--- src/rtl/chi_nullfresh_pipe.sv ---
// chi_nullfresh_pipe: two-share masked Keccak chi unit without fresh randomness.
// Each row bit is split into four share-domain terms that are registered
// (stage T) before any XOR recombination, then compressed back to two shares.
// Optional macro CHI_OUTREG_EN adds a registered output stage O (latency 2).
module chi_nullfresh_pipe #(
    parameter int ROWS  = 5,
    parameter int BEATS = 64
) (
    input  logic              clk,
    input  logic              rst_n,
    input  logic              in_valid,
    output logic              in_ready,
    input  logic [5*ROWS-1:0] in_s1,
    input  logic [5*ROWS-1:0] in_s2,
    output logic              out_valid,
    input  logic              out_ready,
    output logic [5*ROWS-1:0] out_s1,
    output logic [5*ROWS-1:0] out_s2,
    output logic              out_last
);

    localparam int W  = 5 * ROWS;
    localparam int CW = (BEATS > 1) ? $clog2(BEATS) : 1;
    localparam logic [CW-1:0] LAST_TAG = CW'(BEATS - 1);

    // Combinational term outputs, one bit per output bit per term
    logic [W-1:0] t0_next;
    logic [W-1:0] t1_next;
    logic [W-1:0] t2_next;
    logic [W-1:0] t3_next;

    // Stage T: glitch barrier holding the uncompressed terms
    logic          t_valid_reg;
    logic [CW-1:0] t_tag_reg;
    logic [W-1:0]  t0_reg;
    logic [W-1:0]  t1_reg;
    logic [W-1:0]  t2_reg;
    logic [W-1:0]  t3_reg;

    logic [CW-1:0] cnt_reg;
    logic          en_t;
    logic          load_t;

    logic [W-1:0]  comp_s1;
    logic [W-1:0]  comp_s2;

    // Term generation: each term touches at most one share of x,z and a
    // cross-share AND, so no term ever combines both shares of one variable.
    generate
        for (genvar gi = 0; gi < W; gi++) begin : g_term
            localparam int ROW = gi / 5;
            localparam int K   = gi % 5;
            localparam int UI  = ROW * 5 + ((K + 1) % 5);
            localparam int ZI  = ROW * 5 + ((K + 2) % 5);
            assign t0_next[gi] = in_s1[gi] ^ in_s1[ZI] ^ (in_s1[UI] & in_s1[ZI]);
            assign t1_next[gi] = in_s1[UI] & in_s2[ZI];
            assign t2_next[gi] = in_s2[UI] & in_s1[ZI];
            assign t3_next[gi] = in_s2[gi] ^ in_s2[ZI] ^ (in_s2[UI] & in_s2[ZI]);
        end
    endgenerate

    // Compression reads terms only from T flops
    assign comp_s1 = t0_reg ^ t1_reg;
    assign comp_s2 = t2_reg ^ t3_reg;

    assign load_t   = en_t & in_valid;
    assign in_ready = en_t;

    // Beat counter: advances only on an accepted input beat, wraps at BEATS-1
    always_ff @(posedge clk or negedge rst_n) begin
        if (!rst_n) begin
            cnt_reg <= '0;
        end else if (load_t) begin
            cnt_reg <= (cnt_reg == LAST_TAG) ? '0 : cnt_reg + 1'b1;
        end
    end

    // Stage T: valid follows the enable; data and tag change only on a load
    always_ff @(posedge clk or negedge rst_n) begin
        if (!rst_n) begin
            t_valid_reg <= 1'b0;
            t_tag_reg   <= '0;
            t0_reg      <= '0;
            t1_reg      <= '0;
            t2_reg      <= '0;
            t3_reg      <= '0;
        end else begin
            if (en_t) begin
                t_valid_reg <= in_valid;
            end
            if (load_t) begin
                t_tag_reg <= cnt_reg;
                t0_reg    <= t0_next;
                t1_reg    <= t1_next;
                t2_reg    <= t2_next;
                t3_reg    <= t3_next;
            end
        end
    end

`ifdef CHI_OUTREG_EN
    logic          o_valid_reg;
    logic [CW-1:0] o_tag_reg;
    logic [W-1:0]  o_s1_reg;
    logic [W-1:0]  o_s2_reg;
    logic          en_o;
    logic          load_o;

    assign en_o   = ~o_valid_reg | out_ready;
    assign en_t   = ~t_valid_reg | en_o;
    assign load_o = en_o & t_valid_reg;

    // Stage O: registered compressed shares so outputs come straight from flops
    always_ff @(posedge clk or negedge rst_n) begin
        if (!rst_n) begin
            o_valid_reg <= 1'b0;
            o_tag_reg   <= '0;
            o_s1_reg    <= '0;
            o_s2_reg    <= '0;
        end else begin
            if (en_o) begin
                o_valid_reg <= t_valid_reg;
            end
            if (load_o) begin
                o_tag_reg <= t_tag_reg;
                o_s1_reg  <= comp_s1;
                o_s2_reg  <= comp_s2;
            end
        end
    end

    assign out_valid = o_valid_reg;
    assign out_s1    = o_s1_reg;
    assign out_s2    = o_s2_reg;
    assign out_last  = o_valid_reg & (o_tag_reg == LAST_TAG);
`else
    assign en_t      = ~t_valid_reg | out_ready;
    assign out_valid = t_valid_reg;
    assign out_s1    = comp_s1;
    assign out_s2    = comp_s2;
    assign out_last  = t_valid_reg & (t_tag_reg == LAST_TAG);
`endif

endmodule
--- config.mk ---
export PLATFORM = sky130hd
export DESIGN_NAME = chi_nullfresh_pipe
export DESIGN_NICKNAME = d
export VERILOG_FILES = /design/src/rtl/chi_nullfresh_pipe.sv
export SDC_FILE = /design/constraint.sdc
export NUM_CORES = 1
export LEC_CHECK = 0
export BUFFER_PORTS_ARGS = -buffer_cell sky130_fd_sc_hd__buf_4
export CORE_ASPECT_RATIO = 1.5
export CORE_MARGIN = 8
export CORE_UTILIZATION = 55
export CTS_CLUSTER_SIZE = 12
export DETAILED_ROUTE_END_ITERATION = 7
export MAX_ROUTING_LAYER = met4
export PLACE_DENSITY = 0.78
export SETUP_SLACK_MARGIN = 0.5
export SYNTH_ARGS = -nofsm -noshare
export SYNTH_HDL_FRONTEND = slang
export SYNTH_SLANG_ARGS = --single-unit
--- constraint.sdc ---
create_clock -name clk -period 1.8 [get_ports clk]
set_input_delay 0.54 -clock clk [delete_from_list [all_inputs] [get_ports clk]]
set_output_delay 0.54 -clock clk [all_outputs]
set_load 0.05 [all_outputs]
==> impl_summary.log, run 1 <==
INFO  metric ctsRootBufferMaster = clkbuf_16
INFO  metric synthTopCellsByArea = dfrtp_1 (49%), a21oi_1 (8.6%), xnor2_1 (7.9%)
INFO  metric run_status = stopped before the end
INFO  metric start_util = 55.6%
INFO  metric mapped_cell_area = ~5800 sq um
INFO  metric netlist-cell-type-count = 25
INFO  metric firstError = [ERROR DPL-0038] Utilization greater than 100%, impossible to legalize
INFO  metric numClockSinks = approximately 110
INFO  metric grt_worst_setup_endpoint = out_last
INFO  metric syn-mean-instance-area = roughly 9.9 sq um
INFO  metric cts_max_level = 4
INFO  metric syn_inst = 584
INFO  metric yosys-top-cells-count = dfrtp_1 (113), a21oi_1 (100), inv_1 (52), xnor2_1 (52)
INFO  metric ys.flop_type = dfrtp_1
INFO  metric worst-ep-kind = top-level output
INFO  metric clockBufferDepth = 2
INFO  metric synth_most_common_cell = dfrtp_1
INFO  metric globalplace.congestion = slightly below 0.8
INFO  metric detailedPlacementHpwl = 10100 um
INFO  metric place.port_buffers = 106
INFO  metric synth_largest_type_area_fraction = 48.9%
INFO  metric synth.net_count = 639
INFO  metric cts-hold-fix-buffers = 0
INFO  metric yosysSeqAreaShare = 48.9%
INFO  metric synth-seq-cells = 113
INFO  metric floorplan.die.height = approximately 140 um
INFO  metric async_sr_flop_fraction = between 90% and 100%
INFO  metric dieWidth = 99.8 um
INFO  metric rows = 46
INFO  metric grt_max_degree = 82
INFO  metric synth-edff-count = 0
INFO  metric cts-buffers-inserted = 17
INFO  metric synth-warning-count = 0
INFO  metric synth_largest_area_cell = dfrtp_1
INFO  metric io-pin-count = 107
INFO  metric stage_reached = global routing
==> cells by family after synthesis <==
kind of cell,after synthesis,synth area share [%]
AOI/OAI and AO/OA,157,13.8
xor gates and xnor gates,102,15.4
adders and majority gates,1,0.216
buffers and inverters,88,7.57
DFF,113,48.9
muxes,7,1.82
and+or+nand+nor,116,12.3
==> what timing repair did <==
action / CTS
setup buffers: 26
gates cloned: 16
gates resized for setup: 179
pin swaps: 33
setup endpoints to repair: 143
hold endpoints to repair: 0
==> metrics by stage <==
| step | util (%) | instance area (sq um) | cells | hold slack, ns | worst slack (ns) |
|---|---|---|---|---|---|
| global placement | 75.3 | 7850 | 809 | 0.478 | 0.199 |
| CTS | 92.9 | 9680 | 883 | 0.0437 | 0.00598 |
| floorplan | - | 7000 | 584 | 0.244 | 0.290 |
| detailed placement | 75.3 | 7850 | 809 | 0.483 | 0.134 |
==> run 2, diff against run 1 <==
==> config.mk (replaced) <==
export PLATFORM = sky130hd
export DESIGN_NAME = chi_nullfresh_pipe
export DESIGN_NICKNAME = d
export VERILOG_FILES = /design/src/rtl/chi_nullfresh_pipe.sv
export SDC_FILE = /design/constraint.sdc
export NUM_CORES = 1
export LEC_CHECK = 0
export BUFFER_PORTS_ARGS = -buffer_cell sky130_fd_sc_hd__buf_4
export CORE_MARGIN = 8
export CORE_UTILIZATION = 40
export DETAILED_ROUTE_END_ITERATION = 7
export PLACE_DENSITY_LB_ADDON = 0.15
export SYNTH_ARGS = -nofsm -noshare
export SYNTH_HDL_FRONTEND = slang
export SYNTH_SLANG_ARGS = --single-unit
==> run 2 against run 1 <==
Against the previous run: the flow now finishes, with violations (setup timing); synthesized area did not move; synthesized cell count did not move.
==> impl_summary.log, run 2 <==
INFO  metric run_status = complete, but fails checks (was stopped before the end)
INFO  metric failed_checks = setup timing
INFO  metric power = 9.37 mW
INFO  metric synthTopCellsByArea = dfrtp_1 (49%), a21oi_1 (8.6%), xnor2_1 (7.9%) (unchanged)
INFO  metric mapped_cell_area = 5790 sq um (unchanged)
INFO  metric critical_path_peak_fanout = 2
INFO  metric final_nets = 745
INFO  metric start_util = 40.4% (was 55.6%)
INFO  metric place_worst_setup_slack = 0.0603 ns (was 0.134 ns)
INFO  metric synth-seq-cells = 113 (unchanged)
INFO  metric clockBufferDepth = 2 (unchanged)
INFO  metric final_min_period_over_clock_period = 101%
INFO  metric detail_route.first_pass.iterations = 4
INFO  metric cts_max_level = 4 (unchanged)
INFO  metric area_growth_syn_to_layout = 28.1%
INFO  metric fin_worst_hold_slack = approximately 0.20 ns
INFO  metric yosys-top-cells-count = dfrtp_1 (113), a21oi_1 (100), inv_1 (52), xnor2_1 (52) (unchanged)
INFO  metric cts-buffers-inserted = 17 (unchanged)
INFO  metric critical_path_required = between 1 and 1.5 ns
INFO  metric clock_transition_at_path_regs = 0.05 ns
INFO  metric clock_latency = 0.41 ns
INFO  metric fin_util = 51.8%
INFO  metric floorplan.die.height = 136 um (was 142 um)
INFO  metric grt_max_degree = 114
INFO  metric most_common_library_cell_in_the_layout_ignoring_fill_and_taps = dfrtp_1
INFO  metric setup.worst_path.class = reg2out
INFO  metric detail_route.iter0.violations = 264
INFO  metric syn_inst = 584 (unchanged)
INFO  metric p_leak = 3.21 nW
INFO  metric placedInstanceArea = 6710 sq um (was 7850 sq um)
INFO  metric fin_crit = 1.81 ns
INFO  metric slew_headroom = 59.0%
INFO  metric place.port_buffers = 106 (unchanged)
INFO  metric routed-via-count = 4481
INFO  metric route.detailed.drc = 0
INFO  metric cap_violations = 0
INFO  metric netlist-cell-type-count = 25 (unchanged)
INFO  metric worstMarginPinSlew = 0.615 ns
INFO  metric timing_max_transition_violations_final = 0
INFO  metric io-pin-count = 107 (unchanged)
INFO  metric globalplace.congestion = 0.784 (was 0.788)
INFO  metric timing.fmax = 552 MHz
INFO  metric kind_of_launch_point_of_the_worst_setup_path = register
INFO  metric wire_per_inst = approximately 16 um
INFO  metric ys.flop_type = dfrtp_1 (unchanged)
INFO  metric post_layout_nonfiller_instances = 885
INFO  metric fill_cells = about 1400
INFO  metric vdd_drop_max = 0.599 mV
INFO  metric detail_route.wirelength = 14400 um
INFO  metric worstPathArrival = 1.27 ns
INFO  metric async_sr_flop_fraction = 100% (unchanged)
INFO  metric cts-hold-fix-buffers = 0 (unchanged)
INFO  metric final_cell_area = 7420 sq um
INFO  metric synth_most_common_cell = dfrtp_1 (unchanged)
INFO  metric yosysSeqAreaShare = 48.9% (unchanged)
INFO  metric synth-warning-count = 0 (unchanged)
INFO  metric die_ar = 18600 sq um
INFO  metric finalHoldViolCount = 0
INFO  metric post-route-worst-setup-slack = -0.0124 ns
INFO  metric dieWidth = 136 um (was 99.8 um)
INFO  metric fin_skew = 0.00294 ns
INFO  metric power_per_cell_area = approximately 1300 nW/um^2
INFO  metric place_inst = 847 (was 809)
INFO  metric grt_pass1_vias = 4723
INFO  metric fin_tns_setup = -0.0160 ns
INFO  metric placeableCoreArea = between 10000 and 15000 sq um
INFO  metric synth.net_count = 639 (unchanged)
INFO  metric critPathCaptureType = primary output
INFO  metric route.antenna.remaining_nets = 0
INFO  metric number_of_antenna_diodes = 0
INFO  metric detailedPlacementHpwl = 9600 um (was 10100 um)
INFO  metric track_usage = 16.0%
INFO  metric syn-mean-instance-area = 9.91 sq um (unchanged)
INFO  metric synth_largest_type_area_fraction = 48.9% (unchanged)
INFO  metric final_cell_mix = dfrtp_1 (113), buf_4 (104), a21oi_1 (100)
INFO  metric ctsRootBufferMaster = clkbuf_16 (unchanged)
INFO  metric synth-edff-count = 0 (unchanged)
INFO  metric avg_vias_per_cell = 5.06
INFO  metric setup_repair_after_global_routing_missed_its_margin = true
INFO  metric synth_largest_area_cell = dfrtp_1 (unchanged)
INFO  metric grt_antenna_before_repair = 0
INFO  metric first_pass_grt_wire_length = 23800 um
INFO  metric finalSetupViolations = 2
INFO  metric hold_path_class = in2async
INFO  metric global_route.overflow_total = 0
INFO  metric numClockSinks = 113 (unchanged)
INFO  metric rows = 44 (was 46)
INFO  metric cts_tree = yes
INFO  metric drive_above_1_share = between 20 and 25%
## run 2: cell counts after synthesis
No cell type changed its count.
## run 2: final cells by class
| class | instances | area [sq um] | share of cell area [%] |
|---|---|---|---|
| Sequential cell | 113 | 2830 | 38.1 |
| Multi-Input combinational cell | 383 | 2620 | 35.3 |
| Timing Repair Buffer | 123 | 1040 | 14.0 |
| Clock buffer | 23 | 468 | 6.31 |
| Tap cell | 184 | 230 | 3.10 |
| Inverter | 52 | 195 | 2.63 |
| Clock inverter | 7 | 37.5 | 0.506 |
## run 2: where the power goes
group | switching, mW | leakage [nW] | internal (mW)
sequential | 0.375 | 1.36 | 2.98
clock | 1.08 | 0.252 | 1.79
combinational | 1.98 | 1.60 | 1.16
total | 3.44 | 3.21 | 5.93
## run 2: path summary, 6_finish.rpt
path                       slack (ns)            to  cells after the start    startpoint
setup / recovery                -0.01     out_s2[4]                      2     t2_reg[4]
hold / removal                   0.20     t3_reg[1]                      2         rst_n
setup reg to reg                 0.27    t0_reg[13]                      4     out_valid
hold reg to reg                  0.52  t_tag_reg[5]                      1  t_tag_reg[5]
max in group asynchronous        1.13    t0_reg[15]                      2         rst_n
min in group clk                 0.42     t2_reg[2]                      3      in_s2[3]
## run 2: worst max-delay path, cell delays in order (launching register included)
cell and delay, ns:
dfrtp_1 0.39, xor2_1 0.23, buf_4 0.24
## run 2: what timing repair did
item / in CTS / in global routing
setup endpoints to repair: 13 / 28
gates resized for setup: 8 / 18
buffers inserted: 1 / 7
pin swaps: 6 / 12
## run 2: logic make-up (layout without fill, tap and decap cells)
kind of cell | after synthesis | after routing | share of synthesized area (%)
multiplexers | 7 | 7 | 1.82
AO/OA/AOI/OAI | 157 | 157 | 13.8
buffers and inverters | 88 | 205 | 7.57
flip-flops | 113 | 113 | 48.9
AND/OR/NAND/NOR | 116 | 116 | 12.3
adder cells (fa/ha/maj) | 1 | 1 | 0.216
XOR/XNOR | 102 | 102 | 15.4
## run 2: layer usage
metal / vias to the layer above / global-route usage (%) / share of wire [%]
met4: 0 / 6.28 / 1.5
met1: 2186 / 20.5 / 46
met5: - / 0 / 0
li1: 2178 / - / -
met3: 17 / 5.03 / 5.9
met2: 100 / 24.6 / 47
Note: power is estimated with default switching activity, not from simulation.
==> run 3, diff against run 2 <==
--- a/config.mk
+++ b/config.mk
@@ -5,7 +5,10 @@
 export SDC_FILE = /design/constraint.sdc
 export NUM_CORES = 1
 export LEC_CHECK = 0
+export ABC_AREA = 1
+export ABC_CLOCK_PERIOD_IN_PS = 1800
 export BUFFER_PORTS_ARGS = -buffer_cell sky130_fd_sc_hd__buf_4
+export CAP_MARGIN = 20
 export CORE_MARGIN = 8
 export CORE_UTILIZATION = 40
 export DETAILED_ROUTE_END_ITERATION = 7
==> run 3 against run 2 <==
Against the previous run: critical path depth is the same; clock-buffer cell count fell by 2; the run now ends clean; clock power is 28% higher; synthesized area decreased by 2.6%; setup slack better by 0.019 ns; non-clock buffer count is the same; combinational power shrank 12%; die area is 2.3% lower; register-to-register slack better by 0.16 ns; synthesized cell count increased by 20%; total power up 3.4%.
==> impl_summary.log, run 3 <==
INFO  metric run_status = complete, no violations (was complete, but fails checks)
INFO  metric area_growth_syn_to_layout = 32.8% (was 28.1%)
INFO  metric syn-mean-instance-area = 8.02 sq um (was 9.91 sq um)
INFO  metric numClockSinks = 113 (unchanged)
INFO  metric io-pin-count = 107 (unchanged)
INFO  metric synth_largest_area_cell = dfrtp_1 (unchanged)
INFO  metric grt_max_degree = 60 (was 114)
INFO  metric synth-edff-count = 0 (unchanged)
INFO  metric post-route-worst-setup-slack = 0.00643 ns (was -0.0124 ns)
INFO  metric slew_headroom = 81.1% (was 59.0%)
INFO  metric place_worst_setup_slack = 0.182 ns (was 0.0603 ns)
INFO  metric route.detailed.drc = 0 (unchanged)
INFO  metric final_cell_mix = nand2_1 (230), dfrtp_1 (112), buf_4 (107) (was dfrtp_1 (113), buf_4 (104), a21oi_1 (100))
INFO  metric cts_tree = yes (unchanged)
INFO  metric synth.net_count = 758 (was 639)
INFO  metric async_sr_flop_fraction = 100% (unchanged)
INFO  metric vdd_drop_max = 0.665 mV (was 0.599 mV)
INFO  metric timing.fmax = 558 MHz (was 552 MHz)
INFO  metric synth-seq-cells = 113 (unchanged)
INFO  metric route.antenna.remaining_nets = 0 (unchanged)
INFO  metric finalSetupViolations = 0 (was 2)
INFO  metric yosys-top-cells-count = nand2_1 (231), dfrtp_1 (113), nand3_1 (105), o21ai_0 (91), inv_1 (60) (was dfrtp_1 (113), a21oi_1 (100), inv_1 (52), xnor2_1 (52))
INFO  metric detail_route.iter0.violations = 328 (was 264)
INFO  metric first_pass_grt_wire_length = 23200 um (was 23800 um)
INFO  metric fill_cells = 1270 (was 1350)
INFO  metric critical_path_peak_fanout = 2 (unchanged)
INFO  metric placeableCoreArea = 13800 sq um (was 14300 sq um)
INFO  metric syn_inst = 703 (was 584)
INFO  metric setup_repair_after_global_routing_missed_its_margin = true (unchanged)
INFO  metric ctsRootBufferMaster = clkbuf_16 (unchanged)
INFO  metric number_of_antenna_diodes = 0 (unchanged)
INFO  metric clockBufferDepth = 2 (unchanged)
INFO  metric multiInputGateArea = 2520 sq um (was 2620 sq um)
INFO  metric finalHoldViolCount = 0 (unchanged)
INFO  metric place.port_buffers = 106 (unchanged)
INFO  metric ys.flop_type = dfrtp_1 (unchanged)
INFO  metric cts-buffers-inserted = 17 (unchanged)
INFO  metric clock_transition_at_path_regs = 0.05 ns (about the same)
INFO  metric kind_of_launch_point_of_the_worst_setup_path = register (unchanged)
INFO  metric track_usage = 15.8% (was 16.0%)
INFO  metric mapped_cell_area = 5640 sq um (was 5790 sq um)
INFO  metric timing_max_transition_violations_final = 0 (unchanged)
INFO  metric fin_skew = 0.00433 ns (was 0.00294 ns)
INFO  metric final_min_period_over_clock_period = 99.6% (was 101%)
INFO  metric detail_route.first_pass.iterations = 6 (was 4)
INFO  metric fin_worst_hold_slack = 0.394 ns (was 0.200 ns)
INFO  metric drive_above_1_share = 19.8% (was 24.4%)
INFO  metric grt_pass1_vias = 4993 (was 4723)
INFO  metric cts_max_level = 4 (unchanged)
INFO  metric wire_per_inst = 13.7 um (was 16.3 um)
INFO  metric synthTopCellsByArea = dfrtp_1 (50%), nand2_1 (15%), nand3_1 (9.3%) (was dfrtp_1 (49%), a21oi_1 (8.6%), xnor2_1 (7.9%))
INFO  metric synth_largest_type_area_fraction = 50.2% (was 48.9%)
INFO  metric critPathCaptureType = primary output (unchanged)
INFO  metric netlist-cell-type-count = 15 (was 25)
INFO  metric power_per_cell_area = 1290 nW/um^2 (was 1260 nW/um^2)
INFO  metric hold_path_class = in2reg (was in2async)
INFO  metric synth_most_common_cell = nand2_1 (was dfrtp_1)
INFO  metric rows = 43 (was 44)
INFO  metric die_ar = 18100 sq um (was 18600 sq um)
INFO  metric timing.critical_path.cells = xor2_1 -> buf_4 (unchanged)
INFO  metric floorplan.die.height = 135 um (was 136 um)
INFO  metric avg_vias_per_cell = 4.89 (was 5.06)
INFO  metric start_util = 40.8% (was 40.4%)
INFO  metric fin_crit = 1.79 ns (was 1.81 ns)
INFO  metric fin_tns_setup = 0 ns (was -0.0160 ns)
INFO  metric routed-via-count = 4958 (was 4481)
INFO  metric dieWidth = 135 um (was 136 um)
INFO  metric register_area = 2830 sq um (about the same)
INFO  metric detailedPlacementHpwl = 9960 um (was 9600 um)
INFO  metric final_nets = 876 (was 745)
INFO  metric critical_path_required = 1.26 ns (about the same)
INFO  metric p_leak = 3.88 nW (was 3.21 nW)
INFO  metric global_route.overflow_total = 0 (unchanged)
INFO  metric most_common_library_cell_in_the_layout_ignoring_fill_and_taps = nand2_1 (was dfrtp_1)
INFO  metric setup.worst_path.class = reg2out (unchanged)
INFO  metric grt_antenna_before_repair = 0 (unchanged)
INFO  metric globalplace.congestion = 0.849 (was 0.784)
INFO  metric worstPathArrival = 1.25 ns (was 1.27 ns)
INFO  metric clock_latency = 0.41 ns (about the same)
INFO  metric detail_route.wirelength = 13900 um (was 14400 um)
INFO  metric yosysSeqAreaShare = 50.2% (was 48.9%)
INFO  metric cpPeakStageDelay = 0.39 ns (about the same)
INFO  metric cap_violations = 0 (unchanged)
INFO  metric worst_path_max_delay_cell = dfrtp_1 (unchanged)
INFO  metric synth-warning-count = 0 (unchanged)
INFO  metric worstMarginPinSlew = 0.283 ns (was 0.615 ns)
## run 3: changes by cell type in the layout (fill, tap and decap cells not counted), sizes merged, moves of 52 or more
cell / before / now
nand2: 3 / 232
o21ai: 52 / 105
xnor2: 52 / 0
nand3: 5 / 105
a21oi: 100 / 2
## run 3: worst max-delay path: cells and delay by family (launching register included)
family | cells | cell delay, ns
xor+xnor | 1 | 0.22
buf+inv | 1 | 0.24
flops | 1 | 0.39
## run 3: path summary, 6_finish.rpt
kind                       slack, ns           end          from  cells after the start
max in group asynchronous       0.73     out_valid         rst_n                      3
max                            0.006    out_s2[18]    t3_reg[18]                      2
max reg2reg                     0.43    cnt_reg[3]     out_valid                      6
min reg2reg                     0.48  t_tag_reg[3]  t_tag_reg[3]                      2
min                             0.39     out_valid      in_valid                      3
min in group asynchronous       0.52    t0_reg[13]         rst_n                      2
## run 3: final cells by class
cell class / instances / area share [%]
clock buffer: 21 / 6.28
timing repair buffer: 123 / 13.8
tap: 180 / 3.01
multi-input combinational: 506 / 33.7
clock inverter: 10 / 2.42
sequential: 113 / 37.8
inverter: 60 / 3.01
## run 3: kinds of logic after synthesis
family,count (synthesis),synth area share (%)
buf+inv,84,6.52
compound gates,107,9.57
fa+ha+maj,1,0.222
xor+xnor,52,8.08
simple gates,346,25.5
flops,113,50.2
## run 3: report_power, final
group          total, mW  leakage, nW  internal, mW  switching, mW
Sequential          3.24         1.41          2.93          0.304
Clock               3.68        0.319          2.55           1.13
Combinational       2.77         2.15         0.906           1.87
## run 3: routing by layer
| layer | part of all wire [%] | track usage, % |
|---|---|---|
| met5 | 0 | 0 |
| met4 | 2.0 | 6.80 |
| met3 | 7.0 | 5.35 |
| met2 | 46 | 24.8 |
| met1 | 45 | 19.4 |
## run 3: per-stage QoR
stage          cell area (sq um)  util (%)  std cells  total power [mW]
4_1_cts                     7370      53.3       1007              9.73
2_1_floorplan               5650         -        703              5.03
6_report                    7490      54.1       1013              9.69
3_5_place_dp                6660      48.2        973              5.97
3_3_place_gp                6660      48.2        973              5.93
5_1_grt                     7490      54.1       1013              10.2
## run 3: what timing repair did
action                     CTS  global route
hold endpoints to repair    11             0
gates resized for setup      7            13
pin swaps                    5            13
buffers inserted             2             6
hold buffers                 1             0
setup endpoints to repair   12            24
